==> src/rtl/power_scheduler_pkg.sv <==
`default_nettype none
// ============================================================================
//  Module      : power_pkg
//  Description : Shared definitions for the power scheduler: requester
//                indices, requester count, FSM state encoding and a small
//                one-hot helper.
//  Revision    : 1.0 - initial release
// ============================================================================
package power_pkg;

  localparam int NREQ       = 4;
  localparam int REQ_SHIELD = 0;
  localparam int REQ_O2     = 1;
  localparam int REQ_TEMP   = 2;
  localparam int REQ_PROP   = 3;

  typedef enum logic [1:0] {
    ST_IDLE  = 2'd0,
    ST_GRANT = 2'd1,
    ST_WAIT  = 2'd2
  } state_e;

  function automatic logic [NREQ-1:0] onehot(input logic [1:0] idx);
    return NREQ'(1) << idx;
  endfunction

endpackage
`default_nettype wire

==> src/rtl/power_scheduler_rr_pick.sv <==
`default_nettype none
// ============================================================================
//  Module      : rr_pick
//  Description : Combinational 4-way round-robin picker. Scans the eligible
//                mask starting at the pointer and wrapping 3->0; the first
//                set bit wins.
//  Ports       : elig  [NREQ-1:0] in  - eligible requester mask
//                ptr   [1:0]      in  - scan start position
//                found            out - at least one requester eligible
//                idx   [1:0]      out - winning requester index
//  Revision    : 1.0 - initial release
// ============================================================================
module rr_pick
  import power_pkg::*;
(
  input  logic [NREQ-1:0] elig,
  input  logic [1:0]      ptr,
  output logic            found,
  output logic [1:0]      idx
);

  logic [1:0] cand;

  // Walk offsets from farthest to nearest so the nearest hit is the last
  // one written and therefore wins.
  always_comb begin
    found = 1'b0;
    idx   = ptr;
    cand  = ptr;
    for (int k = NREQ - 1; k >= 0; k--) begin
      cand = ptr + 2'(k);
      if (elig[cand]) begin
        found = 1'b1;
        idx   = cand;
      end
    end
  end

endmodule
`default_nettype wire

==> src/rtl/power_scheduler.sv <==
`default_nettype none
// ============================================================================
//  Module      : power_scheduler
//  Description : Shares a single power reserve among four consumers
//                (shield, O2, thermal, propulsion). Grants at most one draw
//                per IDLE->GRANT->WAIT round, deducts the draw from the
//                reserve, recharges from the charge line and saturates at
//                MAX_RESERVE. Attack/fatal conditions pre-empt round-robin.
//  Ports       : clk, rst (async, active high)
//                chrg      in  - charge source active
//                atk       in  - under attack, shield priority
//                fatal     in  - fatal condition, O2 priority
//                req  [3:0] in - per-consumer request, held until granted
//                amt  [4*AW-1:0] in - packed draw amounts
//                gnt  [3:0] out - one-hot one-cycle grant pulse
//                gnt_valid out - OR of gnt
//                reserve [N-1:0] out - current reserve
//                brownout out - reserve below LOW_THRESH
//                state [1:0] out - 0 IDLE, 1 GRANT, 2 WAIT
//  Options     : POWER_LEAK_EN - one unit of standby drain per cycle while
//                chrg is low, floored at zero.
//  Revision    : 1.0 - initial release
// ============================================================================
module power_scheduler
  import power_pkg::*;
#(
  parameter int N            = 32,
  parameter int AW           = 8,
  parameter int INIT_RESERVE = 500,
  parameter int MAX_RESERVE  = 1000,
  parameter int CHRG_RATE    = 4,
  parameter int LOW_THRESH   = 50
) (
  input  logic                 clk,
  input  logic                 rst,
  input  logic                 chrg,
  input  logic                 atk,
  input  logic                 fatal,
  input  logic [NREQ-1:0]      req,
  input  logic [NREQ*AW-1:0]   amt,
  output logic [NREQ-1:0]      gnt,
  output logic                 gnt_valid,
  output logic [N-1:0]         reserve,
  output logic                 brownout,
  output logic [1:0]           state
);

  localparam int NW = N + 1;

  state_e            state_q, state_d;
  logic [N-1:0]      reserve_q, reserve_d;
  logic              brownout_q, brownout_d;
  logic [1:0]        rr_q, rr_d;
  logic [NREQ-1:0]   gnt_q, gnt_d;

  logic [AW-1:0]     amt_a [NREQ];
  logic [NREQ-1:0]   elig;
  logic              rr_found;
  logic [1:0]        rr_idx;
  logic              win_found;
  logic [1:0]        win_idx;
  logic              win_rr;
  logic              grant_edge;
  logic [NW-1:0]     sum;

  // Unpack amounts and evaluate eligibility (amt = 0 always passes <=).
  always_comb begin
    for (int i = 0; i < NREQ; i++) begin
      amt_a[i] = amt[i*AW +: AW];
      elig[i]  = req[i] && (N'(amt_a[i]) <= reserve_q);
    end
  end

  rr_pick u_rr_pick (
    .elig  (elig),
    .ptr   (rr_q),
    .found (rr_found),
    .idx   (rr_idx)
  );

  // Priority selection: emergencies bypass brownout, round-robin does not.
  always_comb begin
    win_found = 1'b0;
    win_idx   = rr_idx;
    win_rr    = 1'b0;
    if (atk && elig[REQ_SHIELD]) begin
      win_found = 1'b1;
      win_idx   = 2'(REQ_SHIELD);
    end else if (fatal && elig[REQ_O2]) begin
      win_found = 1'b1;
      win_idx   = 2'(REQ_O2);
    end else if (!brownout_q && rr_found) begin
      win_found = 1'b1;
      win_idx   = rr_idx;
      win_rr    = 1'b1;
    end
  end

  always_comb begin
    state_d    = state_q;
    gnt_d      = '0;
    rr_d       = rr_q;
    grant_edge = 1'b0;
    case (state_q)
      ST_IDLE: begin
        if (win_found) begin
          state_d    = ST_GRANT;
          gnt_d      = onehot(win_idx);
          grant_edge = 1'b1;
          // Only fair-share grants advance the pointer.
          if (win_rr) rr_d = win_idx + 2'd1;
        end
      end
      ST_GRANT: state_d = ST_WAIT;
      ST_WAIT:  state_d = ST_IDLE;
      default:  state_d = ST_IDLE;
    endcase
  end

  // Reserve arithmetic at N+1 bits so charge cannot wrap before the clamp.
  always_comb begin
    sum = {1'b0, reserve_q}
        - (grant_edge ? NW'(amt_a[win_idx]) : NW'(0))
        + (chrg       ? NW'(CHRG_RATE)      : NW'(0));
`ifdef POWER_LEAK_EN
    if (!chrg && (sum != '0)) sum = sum - NW'(1);
`else
    sum = sum;
`endif
    if (sum > NW'(MAX_RESERVE)) reserve_d = N'(MAX_RESERVE);
    else                        reserve_d = sum[N-1:0];
    brownout_d = (reserve_d < N'(LOW_THRESH));
  end

  always_ff @(posedge clk or posedge rst) begin
    if (rst) begin
      state_q    <= ST_IDLE;
      reserve_q  <= N'(INIT_RESERVE);
      brownout_q <= (INIT_RESERVE < LOW_THRESH);
      rr_q       <= 2'd0;
      gnt_q      <= '0;
    end else begin
      state_q    <= state_d;
      reserve_q  <= reserve_d;
      brownout_q <= brownout_d;
      rr_q       <= rr_d;
      gnt_q      <= gnt_d;
    end
  end

  assign gnt       = gnt_q;
  assign gnt_valid = |gnt_q;
  assign reserve   = reserve_q;
  assign brownout  = brownout_q;
  assign state     = state_q;

endmodule
`default_nettype wire

==> config.mk <==
export PLATFORM = sky130hd
export DESIGN_NAME = power_scheduler
export DESIGN_NICKNAME = d
export VERILOG_FILES = /design/src/rtl/power_scheduler_pkg.sv /design/src/rtl/power_scheduler_rr_pick.sv /design/src/rtl/power_scheduler.sv
export SDC_FILE = /design/constraint.sdc
export NUM_CORES = 1
export LEC_CHECK = 0
export ABC_CLOCK_PERIOD_IN_PS = 6800
export CAP_MARGIN = 20
export CORE_MARGIN = 2
export CORE_UTILIZATION = 50
export CTS_CLUSTER_DIAMETER = 40
export DETAILED_ROUTE_END_ITERATION = 16
export GPL_TIMING_DRIVEN = 0
export PLACE_DENSITY = 0.8
export SLEW_MARGIN = 0
export SYNTH_ARGS = -nofsm -noshare
export SYNTH_HDL_FRONTEND = slang
export SYNTH_HIERARCHICAL = 1
export SYNTH_SLANG_ARGS = --single-unit
export TNS_END_PERCENT = 50
==> constraint.sdc <==
create_clock -name clk -period 6.8 [get_ports clk]
set_clock_uncertainty 0.1 [all_clocks]
set_input_delay 1.36 -clock clk [delete_from_list [all_inputs] [get_ports clk]]
set_output_delay 1.36 -clock clk [all_outputs]
set_load 0.01 [all_outputs]
Word level (Yosys, flattened, before mapping) --
Index checks and enable logic that the tools add are counted.
Word-level totals: bits in registers 41, bits of input ports 41, output and inout port bits 40, word-level logic and storage cells 72
Cells by class: add/sub/neg operators 6, $lt $le $gt $ge 11, equality and inequality tests 2, shift-type cells 1, muxes and demuxes 35, bitwise gates (word level) 1, reduce and logical (&&, ||, !) cells 11
Operators by type and width (count):
- $le 8x32->1 | 4
- $add 33x3->33 | 1
- $gt 33x10->1 const B | 1
- $sub 32x8->33 | 1
- $lt 32x6->1 const B | 1
- $mux 32 | 1
- $mux 8 | 3
- $bmux 8 s2 | 1
- $mux 1 | 15
- $mux 2 | 7
- $lt 2x3->1 const B | 4
- $bmux 1 s2 | 4
- $mux 4 | 2
- $logic_and 1x1->1 | 7
- $add 2x1->2 const B | 2
- $add 2x2->2 const B | 2
- $pmux 2 s2 | 1
- $reduce_or 4->1 | 1
- $shl 1x2->4 const A | 1
- $ge 3x3->1 const B | 1
- $mux 3 | 1
- $not 2->3 | 1
- $reduce_and 3->1 | 1
- $eq 2x1->1 const B | 1
- 3 further kinds | 3

Logic depth before layout (Yosys ltp) --
depth after elaboration 20, mapped depth 30, depth with buffers taken out 29

Cells and area by module --
Netlist, hierarchy kept.
By module, submodules not included:
- power_scheduler | times used 1, cells each 590, area an instance 4949.7 um^2, seq. area each 1033.5 um^2
- rr_pick | times used 1, cells each 16, area an instance 100.1 um^2, seq. area each 0.0 um^2

Worst setup path before layout --
No wires, ideal clock.
kind in2reg, from in amt[25], to reg reserve_q[3], in the netlist reserve[3], setup time 132 ps, arrival 7061 ps, data required time 6568 ps, path slack -493 ps, stages 27, path buffers 1, cells stage by stage ha_1 > nor2b_1 > o21a_1 > o21ai_0 > nand2b_1 > a21oi_1 > o21ai_0 > a31oi_1 > and3b_1 > or4_1 > nand2_1 > and2_1 > inv_1 > or3_1 > o2111ai_1 > fa_1 > fa_1 > a21o_1 > a221o_1 > a21o_4 > a211oi_1 > o32a_1 > o2111ai_1 > nor4_1 > nand4_1 > buf_2 > or3b_1
On the way: longest elaborated chain between the ends 19, elaborated cells between the ends (all ways) 35, classes of those cells add/sub: 2; order compare: 2; mux: 28; bitwise: 1; reduce/logical: 2
Ends and longest elaborated chain:
- from (decl) | line power_scheduler.sv:40 | input logic [NREQ*AW-1:0] amt,
- $le 8x32->1 * | line power_scheduler.sv:70 | elig[i] = req[i] && (N'(amt_a[i]) <= reserve_q);
- $logic_and 1x1->1 * | line power_scheduler.sv:70
- named net elig[3] | line power_scheduler.sv:57 | logic [NREQ-1:0] elig;
- $bmux 1 s2 | line power_scheduler_rr_pick.sv:32 | if (elig[cand]) begin
- $mux 1 (implied by the code) | line power_scheduler_rr_pick.sv:32
- $mux 2 (3 in series) | line power_scheduler_rr_pick.sv:32
- $mux 2 * | line power_scheduler_rr_pick.sv:32
- named net rr_idx[1] | line power_scheduler.sv:59 | logic [1:0] rr_idx;
- [3 not listed]
- $bmux 8 s2 * | line power_scheduler.sv:123 | - (grant_edge ? NW'(amt_a[win_idx]) : NW'(0))
- $mux 8 (implied by the code) * (2 in series) | line power_scheduler.sv:123
- $mux 8 * | line power_scheduler.sv:123
- $sub 32x8->33 * | line power_scheduler.sv:123
- $add 33x3->33 * | line power_scheduler.sv:124 | + (chrg ? NW'(CHRG_RATE) : NW'(0));
- $gt 33x10->1 | line power_scheduler.sv:130 | if (sum > NW'(MAX_RESERVE)) reserve_d = N'(MAX_RESERVE);
- $mux 32 * | line power_scheduler.sv:130
- named net reserve_d[3] | line power_scheduler.sv:51 | logic [N-1:0] reserve_q, reserve_d;
- to (signal assigned) | line power_scheduler.sv:138 | reserve_q <= N'(INIT_RESERVE);
- to (signal assigned) | line power_scheduler.sv:144 | reserve_q <= reserve_d;
- to (decl) | line power_scheduler.sv:51
The timed path passes the listed nets; every way through them passes the cells marked *. The select of a mux whose other input is x is not followed. A chain may end at the register's enable or synchronous reset.

Worst setup path in the final report --
Ends and elaborated chain as after synthesis.

==> impl_metrics.env <==
export IMPL_drv_cap=0
export IMPL_syn_area_um2=5050
export IMPL_worst_slew_pin_slew_ns=0.898
export IMPL_slowest_delay_ns=0.52
export IMPL_p_leak_nw=3.16
export IMPL_arrival_ns=7.31
export IMPL_antennaDiodeCount=0
export IMPL_ys_warn_count=6
export IMPL_rrSetupSlack_ns=-0.12
export IMPL_cts_max_level=2
export IMPL_drtIter0Drc=381
export IMPL_fin_crit_sh_pct=106
export IMPL_synth_edf_count=0
export IMPL_p_per_area_nw_per_um2=224
export IMPL_postLayoutCellArea_um2=6860
export IMPL_fin_nets=869
export IMPL_final_max_slew_viol_count=0
export IMPL_worstSetupPathType="primary input to flip-flop"
export IMPL_netlist_top_cells_area="ha_1 21%, dfrtp_1 17%, inv_1 4.4%"
export IMPL_cts_tree="built"
export IMPL_grt_pass1_vias=5055
export IMPL_vias_per_cell=5.95
export IMPL_layout_drive_gt1_share_pct=18.9
export IMPL_clkTransAtPathRegs_ns=0.09
export IMPL_final_cell_mix="74 x ha_1, 56 x inv_1, 54 x clkdlybuf4s50_1"
export IMPL_finalNonFillerCells=874
export IMPL_rsz0062_at_grt="yes"
export IMPL_die_area_um2=10900
export IMPL_layout_commonest_cell="ha_1"
export IMPL_avgSynthCellArea_um2=8.33
export IMPL_startpoint_type="primary input"
export IMPL_holdWs_ns=0.417
export IMPL_grtUsageTotal_pct=28.6
export IMPL_outcome="complete, but fails checks"
export IMPL_synth_cells=606
export IMPL_slew_headroom_pct=39.7
export IMPL_dp_cells=840
export IMPL_finalPower_mw=1.53
export IMPL_place_area_um2=6150
export IMPL_core_area_um2=9770
export IMPL_cp_slowest_cell="or4_4"
export IMPL_drc=0
export IMPL_tns_ns=-3.81
export IMPL_yosys_area_top_type="ha_1"
export IMPL_portBuffers=80
export IMPL_syn_to_final_growth_pct=35.8
export IMPL_detail_route_wl_per_cell_um=18.5
export IMPL_vias=5204
export IMPL_die_w_um=104
export IMPL_required_ns=6.89
export IMPL_synthFlopType="dfrtp_1"
export IMPL_critPathMaxFanout=8
export IMPL_ys_ff_latch=41
export IMPL_min_period_ns=7.23
export IMPL_drt_wl_total_um=16100
export IMPL_synthArstFlopShare_pct=100
export IMPL_max_clock_path_buffers=2
export IMPL_overflow=0
export IMPL_netlist_area_leader_share_pct=21.3
export IMPL_ant_nets=0
export IMPL_rows=36
export IMPL_synth_yosys_seq_area_share_pct=20.5
export IMPL_final_util_pct=70.1
export IMPL_endpoint_kind="flip-flop"
export IMPL_worst_slack_ns=-0.425
export IMPL_io_pins=81
export IMPL_hpwl_um=12300
export IMPL_clock_sinks=41
export IMPL_clock_latency_ns=0.31
export IMPL_antenna_found_initial=0
export IMPL_grt_pass1_wl_um=25400
export IMPL_cts_inserted_buffers=5
export IMPL_initial_utilization_pct=51.7
export IMPL_violations="negative setup slack"
export IMPL_place_worst_setup_slack_ns=-1.61
export IMPL_hold_path_class="flip-flop to flip-flop"
export IMPL_place_congestion=0.937
export IMPL_max_freq_ghz=0.138
export IMPL_ys_types=73
export IMPL_cts_root_buf="clkbuf_8"
export IMPL_irDropWorstVdd_uv=226
export IMPL_final_hold_viol_count=0
export IMPL_setup_viol_count_final=11
export IMPL_grt_start_max_net_pins=42
export IMPL_dr_pass1_iters=5
export IMPL_die_h_um=104
[worst max-delay path: cells and delay by family]
kind	cells	cell delay [ns]
AOI/OAI and AO/OA	11	2.02
adders and majority gates	3	0.76
buffers and inverters	4	0.54
muxes	1	0.10
and+or+nand+nor	11	2.50
[area by class of cell]
| cell class | count | area (um2) |
|---|---|---|
| clock buffers | 5 | 68.8 |
| repair buffers | 106 | 977 |
| plain buffers | 11 | 78.8 |
| multi-input cells | 516 | 4280 |
| inverters | 59 | 226 |
| flip-flops and latches | 41 | 1030 |
| fillers | 796 | 2920 |
| well taps | 133 | 166 |
| clock inverters | 3 | 21.3 |
[cells in the mapped netlist, types with 5 or more instances]
| cell type | count |
|---|---|
| o21ai_0 | 29 |
| a31oi_1 | 7 |
| clkbuf_1 | 5 |
| nand2_1 | 19 |
| inv_1 | 59 |
| nand2b_1 | 11 |
| o21a_1 | 10 |
| and2_1 | 6 |
| nor2_1 | 33 |
| nor3_1 | 21 |
| o31ai_1 | 12 |
| ha_1 | 86 |
| a21o_1 | 13 |
| o2111ai_1 | 9 |
| buf_2 | 5 |
| nor3b_1 | 5 |
| xnor2_1 | 8 |
| nand3_1 | 19 |
| a21oi_1 | 39 |
| a211oi_1 | 8 |
| or3_1 | 15 |
| dfstp_2 | 6 |
| and3_1 | 10 |
| nand4_1 | 11 |
| dfrtp_1 | 35 |
| nor2b_1 | 31 |
| mux2i_1 | 5 |
[registers in the layout (all words and copies together), names as in the netlist]
name and cells:
state 2, brownout 1, rr_q 2, reserve 32
gnt 4
[report_power, final]
part           switching, mW  total (mW)  internal [mW]
Clock                  0.101       0.174         0.0731
Combinational          0.573        1.07          0.493
Sequential            0.0242       0.293          0.268
Total                  0.699        1.53          0.834
[cells by family after synthesis]
kind of cell    share of synthesized area (%)
other cells                            0.0743
simple gates                             24.5
xor+xnor                                 1.91
compound gates                           24.1
buf+inv                                  5.48
mux                                      1.44
flops                                    20.5
fa+ha+maj                                22.1
[timing repair]
action,CTS,global route
gates resized for setup,103,37
pin swaps,62,11
gates cloned,0,0
setup buffers,20,6
hold buffers,0,0
endpoints found under the setup margin,11,11
[worst paths after layout]
path / end / from / cells after the start
max: reserve[3] / amt[25] / 30
min: state[1] / state[1] / 1
max reg2reg: reserve[3] / reserve[1] / 30
min reg2reg: state[1] / state[1] / 1
max in group asynchronous: reserve[10] / rst / 2
min in group asynchronous: reserve[26] / rst / 2
[metal layers]
layer  share of wire [%]  wire, um  GRT usage (%)
met1                  44      7120           38.3
met2                  48      7680           47.4
met3                 6.5      1050           4.82
met4                 1.8       285           8.11
met5                   0         0              0
(Power assumes the default switching activity.)
